$ cat src/rtl/frame_link_arbiter.sv
// frame_link_arbiter
// Shares one framed RS-232 link between two frame producers. A round-robin
// pointer picks the owner, the owner's frame is strobed into the link, and the
// PC confirmation code decides between completion, resend and abort.

module frame_link_arbiter #(
    parameter int         FRAME_SIZE     = 599,
    parameter int         MAX_RETRY      = 3,
    parameter int         TIMEOUT_CYCLES = 1000000,
    parameter int         GAP_CYCLES     = 32,
    parameter logic [7:0] OKAY           = 8'h05,
    parameter logic [7:0] ERROR          = 8'h04,
    parameter logic [7:0] FATAL_ERROR    = 8'h08
) (
    input  logic                clk,
    input  logic                init,
    input  logic [1:0]          req,
    input  logic [0:FRAME_SIZE] frame0,
    input  logic [0:FRAME_SIZE] frame1,
    output logic [1:0]          done,
    output logic [1:0]          fail,
    output logic [1:0]          grant,
    output logic                fatal,
    output logic [0:FRAME_SIZE] fin,
    output logic                fin_valid,
    input  logic                link_busy,
    input  logic [7:0]          conf_from_PC,
    input  logic                conf_from_PC_valid
);

    localparam int              RW         = $clog2(MAX_RETRY + 1) + 1;
    localparam logic [31:0]     TIMER_LAST = 32'(TIMEOUT_CYCLES - 1);
    localparam logic [31:0]     GAP_LAST   = 32'(GAP_CYCLES - 1);
    localparam logic [31:0]     TIMER_SAT  = 32'hFFFF_FFFF;
    localparam logic [RW-1:0]   RETRY_MAX  = RW'(MAX_RETRY);

    typedef enum logic [2:0] {
        S_IDLE,
        S_SEND,
        S_WAIT_CONF,
        S_GAP,
        S_FATAL
    } state_t;

    state_t              state_q, state_d;
    logic [0:FRAME_SIZE] fin_q, fin_d;
    logic                finValid_q, finValid_d;
    logic [1:0]          grant_q, grant_d;
    logic [1:0]          done_q, done_d;
    logic [1:0]          fail_q, fail_d;
    logic                fatal_q, fatal_d;
    logic [RW-1:0]       retry_q, retry_d;
    logic [31:0]         timer_q, timer_d;
    logic [31:0]         gapCnt_q, gapCnt_d;
    logic                ptr_q, ptr_d;
    logic                resend_q, resend_d;
    logic                confPrev_q;
    logic                confRise;
    logic                sel;
    logic                attemptFailed;

    // A confirmation counts only on the cycle its valid level first rises.
    assign confRise = conf_from_PC_valid & ~confPrev_q;

    assign fin       = fin_q;
    assign fin_valid = finValid_q;
    assign grant     = grant_q;
    assign done      = done_q;
    assign fail      = fail_q;
    assign fatal     = fatal_q;

    // State and output registers; init clears everything immediately.
    always_ff @(posedge clk or posedge init) begin
        if (init) begin
            state_q    <= S_IDLE;
            fin_q      <= '0;
            finValid_q <= 1'b0;
            grant_q    <= 2'b00;
            done_q     <= 2'b00;
            fail_q     <= 2'b00;
            fatal_q    <= 1'b0;
            retry_q    <= '0;
            timer_q    <= '0;
            gapCnt_q   <= '0;
            ptr_q      <= 1'b0;
            resend_q   <= 1'b0;
            confPrev_q <= 1'b0;
        end else begin
            state_q    <= state_d;
            fin_q      <= fin_d;
            finValid_q <= finValid_d;
            grant_q    <= grant_d;
            done_q     <= done_d;
            fail_q     <= fail_d;
            fatal_q    <= fatal_d;
            retry_q    <= retry_d;
            timer_q    <= timer_d;
            gapCnt_q   <= gapCnt_d;
            ptr_q      <= ptr_d;
            resend_q   <= resend_d;
            confPrev_q <= conf_from_PC_valid;
        end
    end

    // Next-state logic: arbitration, strobe, confirmation dispatch and gaps.
    always_comb begin
        state_d       = state_q;
        fin_d         = fin_q;
        finValid_d    = 1'b0;
        grant_d       = grant_q;
        done_d        = 2'b00;
        fail_d        = 2'b00;
        fatal_d       = 1'b0;
        retry_d       = retry_q;
        timer_d       = timer_q;
        gapCnt_d      = gapCnt_q;
        ptr_d         = ptr_q;
        resend_d      = resend_q;
        sel           = 1'b0;
        attemptFailed = 1'b0;

        case (state_q)
            S_IDLE: begin
                if ((req != 2'b00) && !link_busy) begin
                    sel      = req[ptr_q] ? ptr_q : ~ptr_q;
                    grant_d  = sel ? 2'b10 : 2'b01;
                    fin_d    = sel ? frame1 : frame0;
                    retry_d  = '0;
                    resend_d = 1'b0;
                    state_d  = S_SEND;
                end
            end

            S_SEND: begin
                finValid_d = 1'b1;
                timer_d    = '0;
                state_d    = S_WAIT_CONF;
            end

            S_WAIT_CONF: begin
                if (timer_q != TIMER_SAT) begin
                    timer_d = timer_q + 32'd1;
                end
                if (confRise) begin
                    case (conf_from_PC)
                        OKAY: begin
                            done_d   = grant_q;
                            ptr_d    = grant_q[0];
                            gapCnt_d = '0;
                            state_d  = S_GAP;
                        end
                        FATAL_ERROR: begin
                            fail_d   = grant_q;
                            fatal_d  = 1'b1;
                            grant_d  = 2'b00;
                            gapCnt_d = '0;
                            state_d  = S_FATAL;
                        end
                        ERROR:   attemptFailed = 1'b1;
                        default: attemptFailed = 1'b1;
                    endcase
                end else if (timer_q >= TIMER_LAST) begin
                    attemptFailed = 1'b1;
                end

                if (attemptFailed) begin
                    gapCnt_d = '0;
                    state_d  = S_GAP;
                    if (retry_q < RETRY_MAX) begin
                        retry_d  = retry_q + 1'b1;
                        resend_d = 1'b1;
                    end else begin
                        fail_d   = grant_q;
                        ptr_d    = grant_q[0];
                        resend_d = 1'b0;
                    end
                end
            end

            S_GAP: begin
                if (gapCnt_q >= GAP_LAST) begin
                    if (resend_q) begin
                        resend_d = 1'b0;
                        state_d  = S_SEND;
                    end else begin
                        grant_d = 2'b00;
                        state_d = S_IDLE;
                    end
                end else begin
                    gapCnt_d = gapCnt_q + 32'd1;
                end
            end

            S_FATAL: begin
                grant_d = 2'b00;
                if (gapCnt_q >= GAP_LAST) begin
                    state_d = S_IDLE;
                end else begin
                    gapCnt_d = gapCnt_q + 32'd1;
                end
            end

            default: begin
                state_d = S_IDLE;
            end
        endcase
    end

endmodule

$ cat config.mk
export PLATFORM = sky130hd
export DESIGN_NAME = frame_link_arbiter
export DESIGN_NICKNAME = d
export VERILOG_FILES = /design/src/rtl/frame_link_arbiter.sv
export SDC_FILE = /design/constraint.sdc
export NUM_CORES = 2
export LEC_CHECK = 0
export CORE_AREA = 3 3 710 712
export DETAILED_ROUTE_END_ITERATION = 6
export DIE_AREA = 0 0 713 715
export PLACE_DENSITY = 0.31
export SETUP_SLACK_MARGIN = 0.1
export SLEW_MARGIN = 10
export SYNTH_ARGS = -nofsm -noshare
export SYNTH_HDL_FRONTEND = slang
export SYNTH_SLANG_ARGS = --single-unit
$ cat constraint.sdc
create_clock -name clk -period 19.26 [get_ports clk]
set_clock_uncertainty 0.1 [all_clocks]
set_input_delay 1.926 -clock clk [delete_from_list [all_inputs] [get_ports clk]]
set_output_delay 1.926 -clock clk [all_outputs]
set_load 0.1 [all_outputs]
==> results_dict.tcl <==
set metrics [dict create \
    fp.coreArea_mm2 0.498 \
    io_buffers 1821 \
    path_cells "clkdlybuf4s50_1 > o21bai_1 > nor4_2 > buf_4 > buf_12 > buf_12 > buf_4 > buf_4 > nor2_1 > a31oi_1" \
    reg2regPathDepth 8 \
    grt_pass1_wl_um 465000 \
    grt_start_max_net_pins 188 \
    power.density_mw_per_mm2 215 \
    crit_required_ns 19.88 \
    setup_ws_ns 12.76 \
    dr.first_iter.drc_count 2747 \
    fin_crit_sh_pct 33.8 \
    clk_latency_ns 0.84 \
    slowest_delay_ns 0.89 \
    syn_area_mm2 0.0304 \
    reg2reg_from "state_q[2]" \
    vias_per_cell 3.00 \
    start_util_pct 6.12 \
    clock.fmax_ghz 0.154 \
    fin_crit_ns 6.50 \
    gp_congestion 0.931 \
    hold_buffers 0 \
    total_power_mw 12.9 \
    yosys.area.top_type_share_pct 56.0 \
    hold_depth 1 \
    vias 36518 \
    syn_avg_cell_area_um2 8.34 \
    synthCells 3651 \
    dp.cells 11896 \
    drv_cap 0 \
    ys_warn_count 0 \
    cts_tree "done" \
    postSynth.asyncResetShare_pct 100 \
    first_pass_iters 6 \
    critPathSlowestCell "buf_4" \
    htree_levels 3 \
    finalHoldViolCount 0 \
    path_max_fanout 187 \
    final_nets 6566 \
    rows 259 \
    clockBufferDepth 4 \
    slew_headroom_pct 19.3 \
    synth-seq-cells 681 \
    place_hpwl_um 334000 \
    synth_area_leader_cell "dfrtp_1" \
    post-route-drc-count 0 \
    placed_cell_area_mm2 0.0560 \
    post_drt_wl_per_cell_um 31.3 \
    yosys-top-cells-count "nand2_1, dfrtp_1, nor2_1" \
    cpMostUsedCell "buf_4" \
    synth_most_common_cell "nand2_1" \
    leakagePower_nw 22.2 \
    die_height_um 715 \
    final_area_mm2 0.0599 \
    cp-start-kind "primary input" \
    setup_tns_ns 0 \
    cts-root-buf "clkbuf_16" \
    holdWs_ns 0.400 \
    syn_nets 4868 \
    cts_made_buffers 106 \
    holdCritStartpoint "gapCnt_q[9]" \
    ys.flop_type "dfrtp_1" \
    setup_viol 0 \
    rsz0062_at_grt "false" \
    die_w_um 713 \
    cts_resized 0 \
    antenna_found_initial 341 \
    synth.distinct_cells 57 \
    critPathCaptureType "flip-flop" \
    area_growth_pct 96.7 \
    crit_start "req[1]" \
    grt_usage_pct 14.3 \
    wl_um 381000 \
    dieArea_mm2 0.510 \
    final_core_util_pct 12.0 \
    ys_top_cells_by_area "dfrtp_1, nand2_1, a31oi_1" \
    ys_seq_area_share_pct 56.0 \
    worstSetupPathType "in2reg" \
    clock-sinks 681 \
    arrival_ns 7.12 \
    grt-ovfl-total 0 \
    io_pins 1822 \
    synth_edf_count 0 \
    finalMaxSlewViolations 0 \
    post_cts_buffers 0 \
    run_status "completed" \
    postRouteAntennaNets 0 \
    dp_slack_ns 12.00 \
    layout-drive-gt1-share_pct 7.66 \
    worst_pin_slew_ns 1.21 \
    grt_pass1_vias 36608 \
    max-vdd-ir-drop_uv 129 \
    path_clk_slew_ns 0.06 \
    final_cells 12162 \
    hp-class "reg2reg" \
]
-- state kept, by name, summed over array words and instances, names as in the netlist --
| name | cells |
|---|---|
| fin_valid | 1 |
| timer_q | 32 |
| state_q | 3 |
| done | 2 |
| ptr_q | 1 |
| confPrev_q | 1 |
| fail | 2 |
| fatal | 1 |
| resend_q | 1 |
| retry_q | 3 |
| fin | 600 |
| gapCnt_q | 32 |
| grant | 2 |
-- kinds of logic after synthesis --
| group | share of synthesized area, % |
|---|---|
| and+or+nand+nor | 25.6 |
| AOI/OAI and AO/OA | 14.3 |
| DFF | 56.0 |
| buffers and inverters | 3.67 |
| xor gates and xnor gates | 0.173 |
| muxes | 0.103 |
| adders and majority gates | 0.123 |
-- cell type report --
cell class	count	area, µm²
Fill cell	57503	438000
Timing Repair Buffer	1870	18300
Sequential cell	681	17000
Multi-Input combinational cell	2677	12300
Tap cell	6655	8330
Clock buffer	150	3120
Clock inverter	42	554
Antenna cell	74	185
Inverter	13	52.6
-- path summary, 6_finish.rpt --
| check | end | slack (ns) |
|---|---|---|
| min in group asynchronous | grant[0] | 1.49 |
| max in group asynchronous | fin[219] | 13.87 |
| worst min register to register | gapCnt_q[9] | 0.40 |
| worst min-delay path | gapCnt_q[9] | 0.40 |
| worst max-delay path | fin[375] | 12.76 |
| worst max register to register | fin[375] | 14.00 |
-- layer usage --
metal	vias to the layer above	global-route usage, %	wire length (µm)
li1	15850	-	-
met1	18000	16.2	148000
met2	1846	23.8	177000
met3	652	6.90	41200
met4	170	4.09	13300
met5	-	0	1110
-- cells in the final DEF (no fill, tap or decap), types with 19 or more instances in the layout --
| master | count |
|---|---|
| a21oi_1 | 19 |
| a31oi_1 | 603 |
| buf_4 | 191 |
| clkbuf_16 | 106 |
| clkbuf_8 | 30 |
| clkdlybuf4s50_1 | 1654 |
| clkinv_2 | 19 |
| dfrtp_1 | 681 |
| diode_2 | 74 |
| nand2_1 | 1225 |
| nor2_1 | 621 |
| nor2b_1 | 28 |
-- critical path: cells and delay by family --
kind                   cells  cell delay [ns]
AND/OR/NAND/NOR            2             0.40
AO/OA/AOI/OAI              2             0.41
buffers and inverters      6             3.82
-- report_power, final --
part	total (mW)	switching [mW]	leakage (nW)	internal (mW)
Sequential	2.54	0.452	7.79	2.08
Combinational	8.24	6.61	12.6	1.64
Clock	2.11	0.830	1.82	1.28
Power figures use the tool's default switching activity.
